===== src/rtl/team_06_spi_rx_pkg.sv =====
// Shared constants and FSM state type for the ESP SPI receiver.
package team_06_spi_rx_pkg;
    localparam int BYTE_W         = 8;
    localparam int CNT_W          = 3;
    localparam int DEF_FIFO_DEPTH = 4;

    // Bit-counter value on the rise that completes a byte.
    localparam logic [CNT_W-1:0] CNT_LAST = CNT_W'(BYTE_W - 1);

    typedef enum logic {
        IDLE  = 1'b0,
        SHIFT = 1'b1
    } state_t;
endpackage


===== src/rtl/team_06_spi_rx_fifo.sv =====
// Circular receive FIFO for the ESP SPI receiver (used with TEAM06_SPI_RX_FIFO_EN).
// DEPTH must be a power of two so the pointers wrap naturally.
module team_06_spi_rx_fifo
    import team_06_spi_rx_pkg::*;
#(
    parameter int DEPTH = DEF_FIFO_DEPTH
) (
    input  logic              clk,
    input  logic              rst,
    input  logic              push,
    input  logic              pop,
    input  logic [BYTE_W-1:0] din,
    output logic [BYTE_W-1:0] dout,
    output logic              empty,
    output logic              full
);
    localparam int PW = $clog2(DEPTH);
    localparam int CW = $clog2(DEPTH + 1);

    logic [BYTE_W-1:0] r_mem [DEPTH];
    logic [PW-1:0]     r_wp;
    logic [PW-1:0]     r_rp;
    logic [CW-1:0]     r_count;
    logic              w_do_push;
    logic              w_do_pop;

    assign empty     = (r_count == '0);
    assign full      = (r_count == CW'(DEPTH));
    assign dout      = r_mem[r_rp];
    assign w_do_pop  = pop && !empty;
    // A full FIFO still accepts a push when a pop frees a slot in the same cycle.
    assign w_do_push = push && (!full || w_do_pop);

    // Storage, wrapping pointers and occupancy count.
    always_ff @(posedge clk or posedge rst) begin
        if (rst) begin
            for (int i = 0; i < DEPTH; i++) r_mem[i] <= '0;
            r_wp    <= '0;
            r_rp    <= '0;
            r_count <= '0;
        end else begin
            if (w_do_push) begin
                r_mem[r_wp] <= din;
                r_wp        <= r_wp + PW'(1);
            end
            if (w_do_pop) r_rp <= r_rp + PW'(1);
            case ({w_do_push, w_do_pop})
                2'b10:   r_count <= r_count + CW'(1);
                2'b01:   r_count <= r_count - CW'(1);
                default: r_count <= r_count;
            endcase
        end
    end
endmodule


===== src/rtl/team_06_spi_from_esp.sv =====
// SPI receiver for bytes sent by the ESP (MSB first, sampled on spiclk rise).
// Optional feature macro: TEAM06_SPI_RX_FIFO_EN selects a FIFO_DEPTH-byte FIFO;
// otherwise a single holding register buffers one byte.
module team_06_spi_from_esp
    import team_06_spi_rx_pkg::*;
#(
    parameter int FIFO_DEPTH = DEF_FIFO_DEPTH
) (
    input  logic              clk,
    input  logic              rst,
    input  logic              spiclk,
    input  logic              past_spiclk,
    input  logic              cs,
    input  logic              serial_in,
    output logic [BYTE_W-1:0] rx_data,
    output logic              rx_valid,
    input  logic              rx_ready,
    output logic              overrun,
    output logic              frame_err
);
    state_t            r_state;
    state_t            w_next;
    logic [BYTE_W-1:0] r_shift;
    logic [CNT_W-1:0]  r_cnt;
    logic              r_overrun;
    logic              r_frame_err;
    logic              w_rise;
    logic              w_shift_en;
    logic              w_clr;
    logic              w_push;
    logic              w_fe;
    logic              w_pop;
    logic              w_full;
    logic [BYTE_W-1:0] w_byte;

    assign w_rise    = spiclk && !past_spiclk;
    assign w_byte    = {r_shift[BYTE_W-2:0], serial_in};
    assign w_pop     = rx_valid && rx_ready;
    assign overrun   = r_overrun;
    assign frame_err = r_frame_err;

    // FSM state register.
    always_ff @(posedge clk or posedge rst) begin
        if (rst) r_state <= IDLE;
        else     r_state <= w_next;
    end

    // Next state and per-cycle datapath controls; a rise coinciding with cs
    // release still completes a byte that only needed that last bit.
    always_comb begin
        w_next     = r_state;
        w_shift_en = 1'b0;
        w_clr      = 1'b0;
        w_push     = 1'b0;
        w_fe       = 1'b0;
        case (r_state)
            IDLE: begin
                if (!cs) w_next = SHIFT;
            end
            SHIFT: begin
                if (cs) begin
                    w_next = IDLE;
                    w_clr  = 1'b1;
                    if (w_rise && r_cnt == CNT_LAST) w_push = 1'b1;
                    else if (r_cnt != '0)            w_fe   = 1'b1;
                end else if (w_rise) begin
                    w_shift_en = 1'b1;
                    if (r_cnt == CNT_LAST) w_push = 1'b1;
                end
            end
            default: w_next = IDLE;
        endcase
    end

    // Shift register and bit counter; the counter wraps 7->0 between bytes.
    always_ff @(posedge clk or posedge rst) begin
        if (rst) begin
            r_shift <= '0;
            r_cnt   <= '0;
        end else if (w_clr) begin
            r_shift <= '0;
            r_cnt   <= '0;
        end else if (w_shift_en) begin
            r_shift <= w_byte;
            r_cnt   <= r_cnt + CNT_W'(1);
        end
    end

    // One-cycle status pulses.
    always_ff @(posedge clk or posedge rst) begin
        if (rst) begin
            r_overrun   <= 1'b0;
            r_frame_err <= 1'b0;
        end else begin
            r_overrun   <= w_push && w_full && !w_pop;
            r_frame_err <= w_fe;
        end
    end

`ifdef TEAM06_SPI_RX_FIFO_EN
    logic w_empty;

    team_06_spi_rx_fifo #(
        .DEPTH (FIFO_DEPTH)
    ) u_fifo (
        .clk   (clk),
        .rst   (rst),
        .push  (w_push),
        .pop   (w_pop),
        .din   (w_byte),
        .dout  (rx_data),
        .empty (w_empty),
        .full  (w_full)
    );

    assign rx_valid = !w_empty;
`else
    logic [BYTE_W-1:0] r_hold;
    logic              r_valid;
    logic              w_unused_depth;

    assign w_unused_depth = ^FIFO_DEPTH;
    assign w_full         = r_valid;
    assign rx_valid       = r_valid;
    assign rx_data        = r_hold;

    // Single holding register; a pop in the same cycle makes room for a push.
    always_ff @(posedge clk or posedge rst) begin
        if (rst) begin
            r_hold  <= '0;
            r_valid <= 1'b0;
        end else if (w_push && (!r_valid || w_pop)) begin
            r_hold  <= w_byte;
            r_valid <= 1'b1;
        end else if (w_pop) begin
            r_valid <= 1'b0;
        end
    end
`endif
endmodule


===== config.mk =====
export PLATFORM = sky130hd
export DESIGN_NAME = team_06_spi_from_esp
export DESIGN_NICKNAME = d
export VERILOG_FILES = /design/src/rtl/team_06_spi_rx_pkg.sv /design/src/rtl/team_06_spi_rx_fifo.sv /design/src/rtl/team_06_spi_from_esp.sv
export SDC_FILE = /design/constraint.sdc
export NUM_CORES = 1
export LEC_CHECK = 0
export CAP_MARGIN = 20
export CORE_ASPECT_RATIO = 1.1
export CORE_MARGIN = 2
export CORE_UTILIZATION = 41
export CTS_BUF_LIST = sky130_fd_sc_hd__clkbuf_8
export CTS_CLUSTER_SIZE = 16
export DETAILED_ROUTE_END_ITERATION = 8
export MAX_ROUTING_LAYER = met4
export PLACE_DENSITY_LB_ADDON = 0.15
export SLEW_MARGIN = 30
export SYNTH_ARGS = -nofsm -noshare
export SYNTH_HDL_FRONTEND = slang
export SYNTH_SLANG_ARGS = --single-unit

===== constraint.sdc =====
create_clock -name clk -period 2.1 [get_ports clk]
set_input_delay 0.42 -clock clk [delete_from_list [all_inputs] [get_ports clk]]
set_output_delay 0.42 -clock clk [all_outputs]
set_load 0.05 [all_outputs]

# Word-level counts from Yosys, hierarchy flattened
# Cells that the tools add are included.
# classes
addsub	1
mul	0
div_mod_pow	0
n_lt_le_gt_ge	0
eq_ne	1
shifts	0
n_mux	21
bitwise	0
reduce_logical	13
# ops
operator	count
$mux 1	17
$mux 7	2
$logic_and 1x1->1	6
$mux 3	2
$reduce_bool 2->1	2
$add 3x1->3 const B	1
$eq 3x3->1 const B	1
$logic_not 1->1	3
$reduce_bool 3->1	1
$logic_or 1x1->1	1
# totals
ff_bits	22
latch_bits	0
ram_bits	0
mem_bits_ro	0
in_bits	7
output_inout_bits	11
wordCells	43
mem_count	0

# Depth between registers and ports, before layout
# Gate-level depths: netlist of run 1.
# depth
ltp_word	8
mapped_depth	5
depth_no_buf	5

# Least setup slack after synthesis of run 1
# OpenSTA, ideal clock, no wires.
# synth_path
kind	reg2reg
from	register r_cnt[0]
to	register r_hold[0], in the netlist rx_data[0]
setup_ps	125
arrival_ps	1404
t_required_ps	1975
slack_ps	571
stages_incl_launch_ff	6
n_path_buf	0
period_less_slack_ps	1529
cell_sequence	dfrtp_1 > ha_1 > ha_1 > and3b_2 > nand3_4 > mux2_2
# synth_via
elab_chain_cells	6
elab_cells_between_ends	8
cone_classes	1 x eq/ne; 5 x mux; 2 x reduce/logical
# synth_lines
element	line_no	text
from (decl)	team_06_spi_from_esp.sv:24	logic [CNT_W-1:0] r_cnt;
from (signal assigned)	team_06_spi_from_esp.sv:85	r_cnt <= r_cnt + CNT_W'(1);
$eq 3x3->1 *	team_06_spi_from_esp.sv:64, team_06_spi_from_esp.sv:68	
$mux 1 / $logic_and 1x1->1 (equally long branches)	team_06_spi_from_esp.sv:68, team_06_spi_from_esp.sv:64	
$mux 1 (on tied branches)	team_06_spi_from_esp.sv:66, team_06_spi_from_esp.sv:64	
$mux 1 *	team_06_spi_from_esp.sv:61	if (cs) begin
$mux 1 *	team_06_spi_from_esp.sv:56	case (r_state)
$logic_and 1x1->1 *	team_06_spi_from_esp.sv:132	end else if (w_push && (!r_valid || w_pop)) begin
to (signal assigned)	team_06_spi_from_esp.sv:133	r_hold <= w_byte;
to (decl)	team_06_spi_from_esp.sv:118	logic [BYTE_W-1:0] r_hold;
# Every way passes the cells marked *; elsewhere a longest branch is shown, timed or not.
# A chain may end at the register's enable or synchronous reset.

# Final worst setup path of run 1
# layout_path
from	register r_hold[0], in the netlist rx_data[0]
to	output rx_data[0]
# layout_rtl
element	line_no	text
to (decl)	team_06_spi_from_esp.sv:15	output logic [BYTE_W-1:0] rx_data,
# No word-level cell between the ends.

==> results of run 1 <==
-- worst min-delay path: cells and delay by family --
| kind | cells | cell delay (ns) |
|---|---|---|
| buffers and inverters | 3 | 0.71 |
-- cells by family after synthesis --
kind of cell    Yosys count  synth area share [%]
compound gates            4                  2.17
xor+xnor                  1                 0.949
fa+ha+maj                 3                  4.07
buf+inv                   6                  2.84
flops                    22                  59.6
mux                      13                  15.2
simple gates             25                  15.2
-- flip-flops by register name (all words and copies together), names as in the netlist --
name / count
rx_valid: 1
r_state: 1
r_shift: 7
rx_data: 8
overrun: 1
r_cnt: 3
frame_err: 1
-- metrics by stage --
stage	area (µm²)	total power, mW	utilization (%)
after floorplan	923	0.486	-
after global placement	1130	0.510	51.6
after detailed placement	1130	0.512	51.6
after CTS	1180	0.806	54.1
after global routing	1180	0.834	54.1
final	1180	0.796	54.1
-- where the power goes --
group / leakage (nW) / total (mW) / switching [mW] / internal [mW]
clock network: 0.0288 / 0.294 / 0.127 / 0.167
registers: 0.303 / 0.439 / 0.00696 / 0.432
logic: 0.263 / 0.0628 / 0.0348 / 0.0280
-- placed cells by master, fill, tap and decap left out --
cell / n
nand3b_2: 1
nor2_1: 7
nor3_1: 1
nand3_1: 4
and2_1: 1
nand3_4: 1
inv_1: 4
and3b_2: 1
buf_4: 1
nand2_1: 6
clkbuf_8: 4
o21ai_0: 4
mux2i_1: 5
ha_1: 3
xnor2_1: 1
nor2b_1: 1
nand4b_1: 1
dfrtp_1: 22
nand2b_1: 1
clkdlybuf4s50_1: 17
mux2_2: 8
-- worst min path at each step --
stage	start	end	slack, ns	cells past startpoint
2_1_floorplan	rst	frame_err$_DFF_PP0_	0.41	1
3_3_place_gp	r_shift[6]$_DFFE_PP0P_	r_shift[6]$_DFFE_PP0P_	0.48	2
3_5_place_dp	rx_data[5]$_DFFE_PP0P_	rx_data[5]$_DFFE_PP0P_	0.50	1
4_1_cts	rst	rx_data[6]$_DFFE_PP0P_	0.50	3
5_1_grt	rx_data[7]$_DFFE_PP0P_	rx_data[7]$_DFFE_PP0P_	0.53	1
6_report	rst	r_shift[5]$_DFFE_PP0P_	0.49	3
-- layer usage --
metal / share of wire (%) / vias up
met5: 0 / -
met4: 0.67 / 0
met3: 4.5 / 2
met2: 45 / 10
met1: 50 / 284
li1: - / 288
-- final cells by class --
type,count,area [µm²]
well taps,30,37.5
multi-input cells,46,347
repair buffers,18,178
flip-flops and latches,22,551
fillers,196,1000
inverters,4,15.0
clock buffers,4,55.1
==> results.ini, run 1 <==
[cts]
cts_resized=0
cts_sinks=22
cts-root-buf=clkbuf_8
postCtsSetupBuffers=0
tritoncts=built
cts_hold_buffers=0
clk_latency_ns=0.25
cts_buffer_depth=2
cts_max_level=1
cts_buffers=3
cts.clk_slew.worst_paths_ns=0.08

[worst_setup_path]
reg2reg_to=rx_data[2]$_DFFE_PP0P_
cp_num_cells=1
crit_chain=clkdlybuf4s50_1
path_class=reg2out
end_kind=output port
crit_start=rx_data[0]$_DFFE_PP0P_
required_ns=1.68
endpoint=rx_data[0]
r2r_slack_ns=0.47
cp_data_arrival_time_ns=1.41
critical_path_buf_inv_count=1
crit_slowest_cell=clkdlybuf4s50_1
crit_family=buffers and inverters
r2r_start=r_cnt[1]$_DFFE_PP0P_
worstPathMaxFanout=2
worstRegToRegCells=5
cpPeakStageDelay_ns=0.81
critPathLaunchType=register

[place]
place.gp.congestion=0.659
placed_cells=120
place_hpwl_um=1060
io_buffers=17
post-place-ws_ns=0.342

[global_route]
grt_antenna_before_repair=0
grt_max_degree=23
use_met1_pct=16.7
grt_busiest_layer=met2
use_met3_pct=3.33
grtUsageMet2_pct=20.5
grt_pass1_vias=563
grt_remaining_overflow=0
grt_pass1_wl_um=2550
grt_usage_pct=13.2

[sta]
rsz0062_at_grt=false
relSlewSlack_pct=66.5
fin_tns_setup_ns=0
hold_viol=0
report.final.setup_viol=0
slew_viol_final=0
period_share_pct=87.0
whs_ns=0.490
worst_slew_pin_slew_ns=0.501
layout_min_cycle_time_ns=1.83
fin_worst_skew_ns=0.00399
layout_setup_ws_ns=0.273
fmax_mhz=547

[detailed_routing]
detail-route-antenna-nets=0
dr.pass1.iters=2
vias_per_cell=4.71
wire_per_inst_um=12.0
routed_wl_um=1490
drc=0
drt-initial-drc-count=12
dr_total_vias=584

[synth]
synth_top_area_share_pct=59.6
synth_cell_types=20
synth_area_leader_cell=dfrtp_1
synth_ff_type=dfrtp_1
synth_edf_count=0
async_reset_ff_share_pct=100
syn_area_um2=923
synthTopCellsByCount=dfrtp_1 (22), mux2_2 (8), nor2_1 (7)
ys_seq_area_share_pct=59.6
synthTopCellsByArea=dfrtp_1 (60%), mux2_2 (9.8%), mux2i_1 (5.4%)
syn-num-nets=84
synthCells=74
ys_ff_latch=22
yosysWarnings=0
avgSynthCellArea_um2=12.5
synth_most_common_cell=dfrtp_1

[outcome]
status=complete, no violations

[floorplan]
die_y_um=53.8
die_w_um=49.3
dieArea_um2=2650
io_pins=18
rows=18
initial_core_util_pct=42.3
core_um2=2180

[layout]
nets=105
antenna_cells=0
final_cells=124
layout-drive-gt1-share_pct=17.0
area_delta_synth_final_pct=28.0

[pwr]
p_per_area_nw_per_um2=673
ir_drop_mv=0.539
leakage_nw=0.595

[flow_run]
cap_violations=0

[worst_hold_path]
hp-class=in2async

No activity file was read; power rests on OpenSTA's default activity.
==> inputs of run 2 (changes only) <==
--- a/config.mk
+++ b/config.mk
@@ -7,13 +7,12 @@
 export LEC_CHECK = 0
 export CAP_MARGIN = 20
 export CORE_ASPECT_RATIO = 1.1
-export CORE_MARGIN = 2
 export CORE_UTILIZATION = 41
 export CTS_BUF_LIST = sky130_fd_sc_hd__clkbuf_8
-export CTS_CLUSTER_SIZE = 16
 export DETAILED_ROUTE_END_ITERATION = 8
 export MAX_ROUTING_LAYER = met4
 export PLACE_DENSITY_LB_ADDON = 0.15
+export REMOVE_ABC_BUFFERS = 1
 export SLEW_MARGIN = 30
 export SYNTH_ARGS = -nofsm -noshare
 export SYNTH_HDL_FRONTEND = slang
==> results.ini, run 2 (synthesis results as in run 1) <==
[cts]
clk_latency_ns=0.27  ; +0.02 ns
cts_sinks=22  ; unchanged
cts_buffer_depth=2  ; unchanged
tritoncts=built
postCtsSetupBuffers=0  ; unchanged
cts_resized=0  ; unchanged
cts_max_level=1  ; unchanged
cts_buffers=3  ; unchanged
cts_hold_buffers=0  ; unchanged
cts-root-buf=clkbuf_8
cts.clk_slew.worst_paths_ns=0.08  ; about the same

[floorplan]
dieArea_um2=2450  ; -7.6%
initial_core_util_pct=44.8  ; +2.5 points
die_y_um=51.8  ; -3.7%
rows=17  ; -1
io_pins=18  ; unchanged
die_w_um=47.3  ; -4.1%
core_um2=2060  ; -5.6%

[sta]
fin_worst_skew_ns=0.00162  ; -0.00237 ns
layout_min_cycle_time_ns=1.86  ; +0.0314 ns
relSlewSlack_pct=66.4  ; about the same
slew_viol_final=0  ; unchanged
period_share_pct=88.5  ; +1.5 points
worst_slew_pin_slew_ns=0.502  ; +0.000799 ns
fmax_mhz=538  ; -1.7%
rsz0062_at_grt=false
fin_tns_setup_ns=0  ; unchanged
hold_viol=0  ; unchanged
report.final.setup_viol=0  ; unchanged

[worst_setup_path]
crit_family=buffers and inverters
end_kind=output port
worstRegToRegCells=5  ; unchanged
path_class=reg2out
cp_data_arrival_time_ns=1.44  ; +0.03 ns
worstPathMaxFanout=2  ; unchanged
r2r_slack_ns=0.48  ; about the same
critPathLaunchType=register
crit_slowest_cell=clkdlybuf4s50_1
r2r_start=r_cnt[1]$_DFFE_PP0P_
reg2reg_to=rx_data[2]$_DFFE_PP0P_
required_ns=1.68  ; about the same
critical_path_buf_inv_count=1  ; unchanged
crit_chain=clkdlybuf4s50_1
cpPeakStageDelay_ns=0.81  ; about the same

[global_route]
grt_antenna_before_repair=0  ; unchanged
grt_usage_pct=16.4  ; +3.2 points
grt_max_degree=23  ; unchanged
grt_remaining_overflow=0  ; unchanged
grt_pass1_vias=598  ; +6.2%
grt_pass1_wl_um=2680  ; +5.4%

[layout]
area_delta_synth_final_pct=29.5
antenna_cells=0  ; unchanged
final_cell_mix=dfrtp_1 (22), clkdlybuf4s50_1 (17), mux2_2 (8)
layout-drive-gt1-share_pct=17.0  ; unchanged
final_cells=122  ; -1.6%
largest_register_ffs=8  ; unchanged
final_common_cell=dfrtp_1
nets=105  ; unchanged

[place]
io_buffers=17  ; unchanged
place_hpwl_um=1050  ; -0.81%
placed_cells=118  ; -1.7%
place.gp.congestion=0.690  ; +4.6%

[detailed_routing]
drt-initial-drc-count=8  ; -4
routed_wl_um=1500  ; +0.47%
dr.pass1.iters=4  ; +2
drc=0  ; unchanged
wire_per_inst_um=12.3  ; +2.1%
detail-route-antenna-nets=0  ; unchanged
dr_total_vias=592  ; +1.4%
vias_per_cell=4.85  ; +3.0%

[pwr]
ir_drop_mv=0.465  ; -14%
leakage_nw=0.602  ; +1.2%
p_per_area_nw_per_um2=752  ; +12%

[flow_run]
cap_violations=0  ; unchanged

[worst_hold_path]
hp-class=in2async

[outcome]
status=complete, no violations

[run 2: cell count changes in the layout (fill, tap and decap cells not counted)]
cell / previous run / this run
clkbuf_8: 4 / 3
bufinv_16: 0 / 1
[run 2: how the worst max path moves through the flow]
stage                                 startpoint                      to  slack [ns]  cells after the start
after floorplan             r_cnt[0]$_DFFE_PP0P_  rx_data[0]$_DFFE_PP0P_        0.57                      5
after global placement               past_spiclk  rx_data[0]$_DFFE_PP0P_        0.36                      4
after detailed placement             past_spiclk  rx_data[6]$_DFFE_PP0P_        0.33                      4
after CTS                 rx_data[1]$_DFFE_PP0P_              rx_data[1]        0.24                      1
after global routing      rx_data[1]$_DFFE_PP0P_              rx_data[1]        0.19                      1
final                     rx_data[1]$_DFFE_PP0P_              rx_data[1]        0.24                      1
[run 2: metrics by stage]
stage                     utilization [%]  hold slack, ns  cell area, µm²  worst slack [ns]  power, mW
final                                58.0           0.488            1200             0.242      0.899
after global routing                 58.0           0.526            1200             0.194      0.932
after CTS                            58.0           0.501            1200             0.242      0.904
after detailed placement             54.5           0.497            1120             0.330      0.512
after global placement               54.5           0.483            1120             0.358      0.510
after floorplan                         -           0.409             912             0.571      0.485
[run 2: area by class of cell]
class	instances	area (µm²)
clock inverters	1	30.0
clock buffers	3	41.3
flip-flops and latches	22	551
repair buffers	18	178
multi-input cells	46	347
fillers	189	867
well taps	28	35.0
inverters	4	15.0
[run 2: report_power, final]
part	switching (mW)	leakage (nW)	internal, mW	total, mW
logic	0.0353	0.263	0.0284	0.0637
registers	0.00661	0.303	0.432	0.439
clock network	0.142	0.0357	0.255	0.397
[run 2: per-layer routing]
metal | wire length, µm | global-route usage, % | part of all wire (%) | up-vias
li1 | - | - | - | 288
met2 | 662 | 23.1 | 44 | 15
met1 | 744 | 22.3 | 50 | 286
met5 | 0 | - | 0 | -
met3 | 59 | 4.17 | 3.9 | 3
met4 | 29 | 7.14 | 1.9 | 0
==> inputs of run 3 (changes only) <==
--- a/config.mk
+++ b/config.mk
@@ -8,7 +8,7 @@
 export CAP_MARGIN = 20
 export CORE_ASPECT_RATIO = 1.1
 export CORE_UTILIZATION = 41
-export CTS_BUF_LIST = sky130_fd_sc_hd__clkbuf_8
+export CTS_BUF_LIST = sky130_fd_sc_hd__clkbuf_2 sky130_fd_sc_hd__clkbuf_4 sky130_fd_sc_hd__clkbuf_8
 export DETAILED_ROUTE_END_ITERATION = 8
 export MAX_ROUTING_LAYER = met4
 export PLACE_DENSITY_LB_ADDON = 0.15
==> results.ini, run 3 (synthesis results as in run 1) <==
[layout]
antenna_cells=0  ; unchanged
area_delta_synth_final_pct=27.5
final_cell_mix=dfrtp_1 (22), clkdlybuf4s50_1 (17), mux2_2 (8)
seq_area_um2=551  ; unchanged
fin_area_um2=1180  ; -1.6%
multi_input_area_um2=347  ; unchanged
nets=105  ; unchanged
fillers=194  ; +2.6%
layout-drive-gt1-share_pct=17.0  ; unchanged
final_common_cell=dfrtp_1
largest_register_ffs=8  ; unchanged

[pwr]
totalPowerFinal_mw=0.828  ; -7.9%
leakage_nw=0.594  ; -1.3%
p_per_area_nw_per_um2=703  ; -6.5%
ir_drop_mv=0.492  ; +5.8%

[place]
place_hpwl_um=1050  ; unchanged
io_buffers=17  ; unchanged
place.gp.congestion=0.690  ; unchanged
post-place-ws_ns=0.330  ; unchanged
dpl-instance-area_um2=1120  ; unchanged

[outcome]
status=complete, no violations

[global_route]
grt_pass1_wl_um=2650  ; -1.3%
grt_pass1_vias=594  ; -0.67%
grt_antenna_before_repair=0  ; unchanged
grt_max_degree=23  ; unchanged
grt_usage_pct=15.9  ; -0.51 points
grt_remaining_overflow=0  ; unchanged

[cts]
clk_latency_ns=0.31  ; +0.04 ns
tritoncts=built
cts_buffer_depth=2  ; unchanged
cts_buffers=3  ; unchanged
cts_max_level=1  ; unchanged
cts_sinks=22  ; unchanged
postCtsSetupBuffers=0  ; unchanged
cts_hold_buffers=0  ; unchanged
cts-root-buf=clkbuf_4
cts_resized=0  ; unchanged
cts.clk_slew.worst_paths_ns=0.12  ; +0.04 ns

[sta]
fin_worst_skew_ns=0.00489  ; +0.00327 ns
fin_tns_setup_ns=0  ; unchanged
relSlewSlack_pct=66.4  ; unchanged
fmax_mhz=521  ; -3.2%
report.final.setup_viol=0  ; unchanged
layout_min_cycle_time_ns=1.92  ; +0.0620 ns
worst_slew_pin_slew_ns=0.502  ; -0.000000894 ns
rsz0062_at_grt=false
layout_setup_ws_ns=0.180  ; -0.0620 ns
period_share_pct=91.4  ; +3.0 points
slew_viol_final=0  ; unchanged
hold_viol=0  ; unchanged

[flow_run]
cap_violations=0  ; unchanged

[worst_setup_path]
end_kind=output port
crit_chain=clkdlybuf4s50_1
required_ns=1.68  ; about the same
cp_data_arrival_time_ns=1.50  ; +0.06 ns
crit_slowest_cell=clkdlybuf4s50_1
worstPathMaxFanout=2  ; unchanged
critPathLaunchType=register
critical_path_buf_inv_count=1  ; unchanged
path_class=reg2out
crit_family=buffers and inverters
cpPeakStageDelay_ns=0.81  ; about the same

[detailed_routing]
dr_total_vias=595  ; +0.51%
detail-route-antenna-nets=0  ; unchanged
wire_per_inst_um=12.2  ; -0.53%
drt-initial-drc-count=8  ; unchanged
routed_wl_um=1490  ; -0.53%
vias_per_cell=4.88  ; +0.51%
dr.pass1.iters=4  ; unchanged
drc=0  ; unchanged

[floorplan]
dieArea_um2=2450  ; unchanged
die_y_um=51.8  ; unchanged
core_um2=2060  ; unchanged
initial_core_util_pct=44.8  ; unchanged
rows=17  ; unchanged
die_w_um=47.3  ; unchanged
io_pins=18  ; unchanged

[worst_hold_path]
hp-class=in2async

## run 3: cell count changes in the layout (fill, tap and decap cells not counted)
| cell | change |
|---|---|
| clkbuf_4 | +3 |
| clkbuf_8 | -3 |
## run 3: tightest hold or removal path, delay by kind of cell
family	cells	cell delay [ns]
buffers and inverters	3	0.72
## run 3: worst paths after layout
check | start | slack [ns] | to | cells after the start
max | rx_data[1]$_DFFE_PP0P_ | 0.18 | rx_data[1] | 1
min | rst | 0.43 | rx_data[3]$_DFFE_PP0P_ | 3
max reg2reg | r_cnt[1]$_DFFE_PP0P_ | 0.48 | rx_data[2]$_DFFE_PP0P_ | 5
min reg2reg | rx_data[7]$_DFFE_PP0P_ | 0.52 | rx_data[7]$_DFFE_PP0P_ | 1
max in group asynchronous | rst | 1.46 | frame_err$_DFF_PP0_ | 3
min in group clk | rx_data[7]$_DFFE_PP0P_ | 0.52 | rx_data[7]$_DFFE_PP0P_ | 1
## run 3: routing by layer
layer / part of all wire (%) / up-vias / wire [µm] / GRT usage, %
li1: - / 289 / - / -
met1: 50 / 288 / 750 / 21.8
met2: 45 / 16 / 664 / 23.3
met3: 3.3 / 2 / 49 / 2.08
met4: 1.6 / 0 / 24 / 7.14
met5: 0 / - / 0 / -
## run 3: area by class of cell
class / instances / share of cell area, %
Clock buffer: 3 / 1.91
Clock inverter: 1 / 2.55
Inverter: 4 / 1.28
Multi-Input combinational cell: 46 / 29.4
Sequential cell: 22 / 46.8
Tap cell: 28 / 2.98
Timing Repair Buffer: 18 / 15.1
## run 3: per-stage QoR
stage / cells / utilization [%] / hold slack, ns
after floorplan: 72 / - / 0.409
after global placement: 118 / 54.5 / 0.483
after detailed placement: 118 / 54.5 / 0.497
after CTS: 122 / 57.1 / 0.442
after global routing: 122 / 57.1 / 0.461
final: 122 / 57.1 / 0.429
## run 3: power breakdown
part,switching (mW),internal (mW)
registers,0.00664,0.432
clock network,0.132,0.193
logic,0.0353,0.0284
total,0.174,0.654
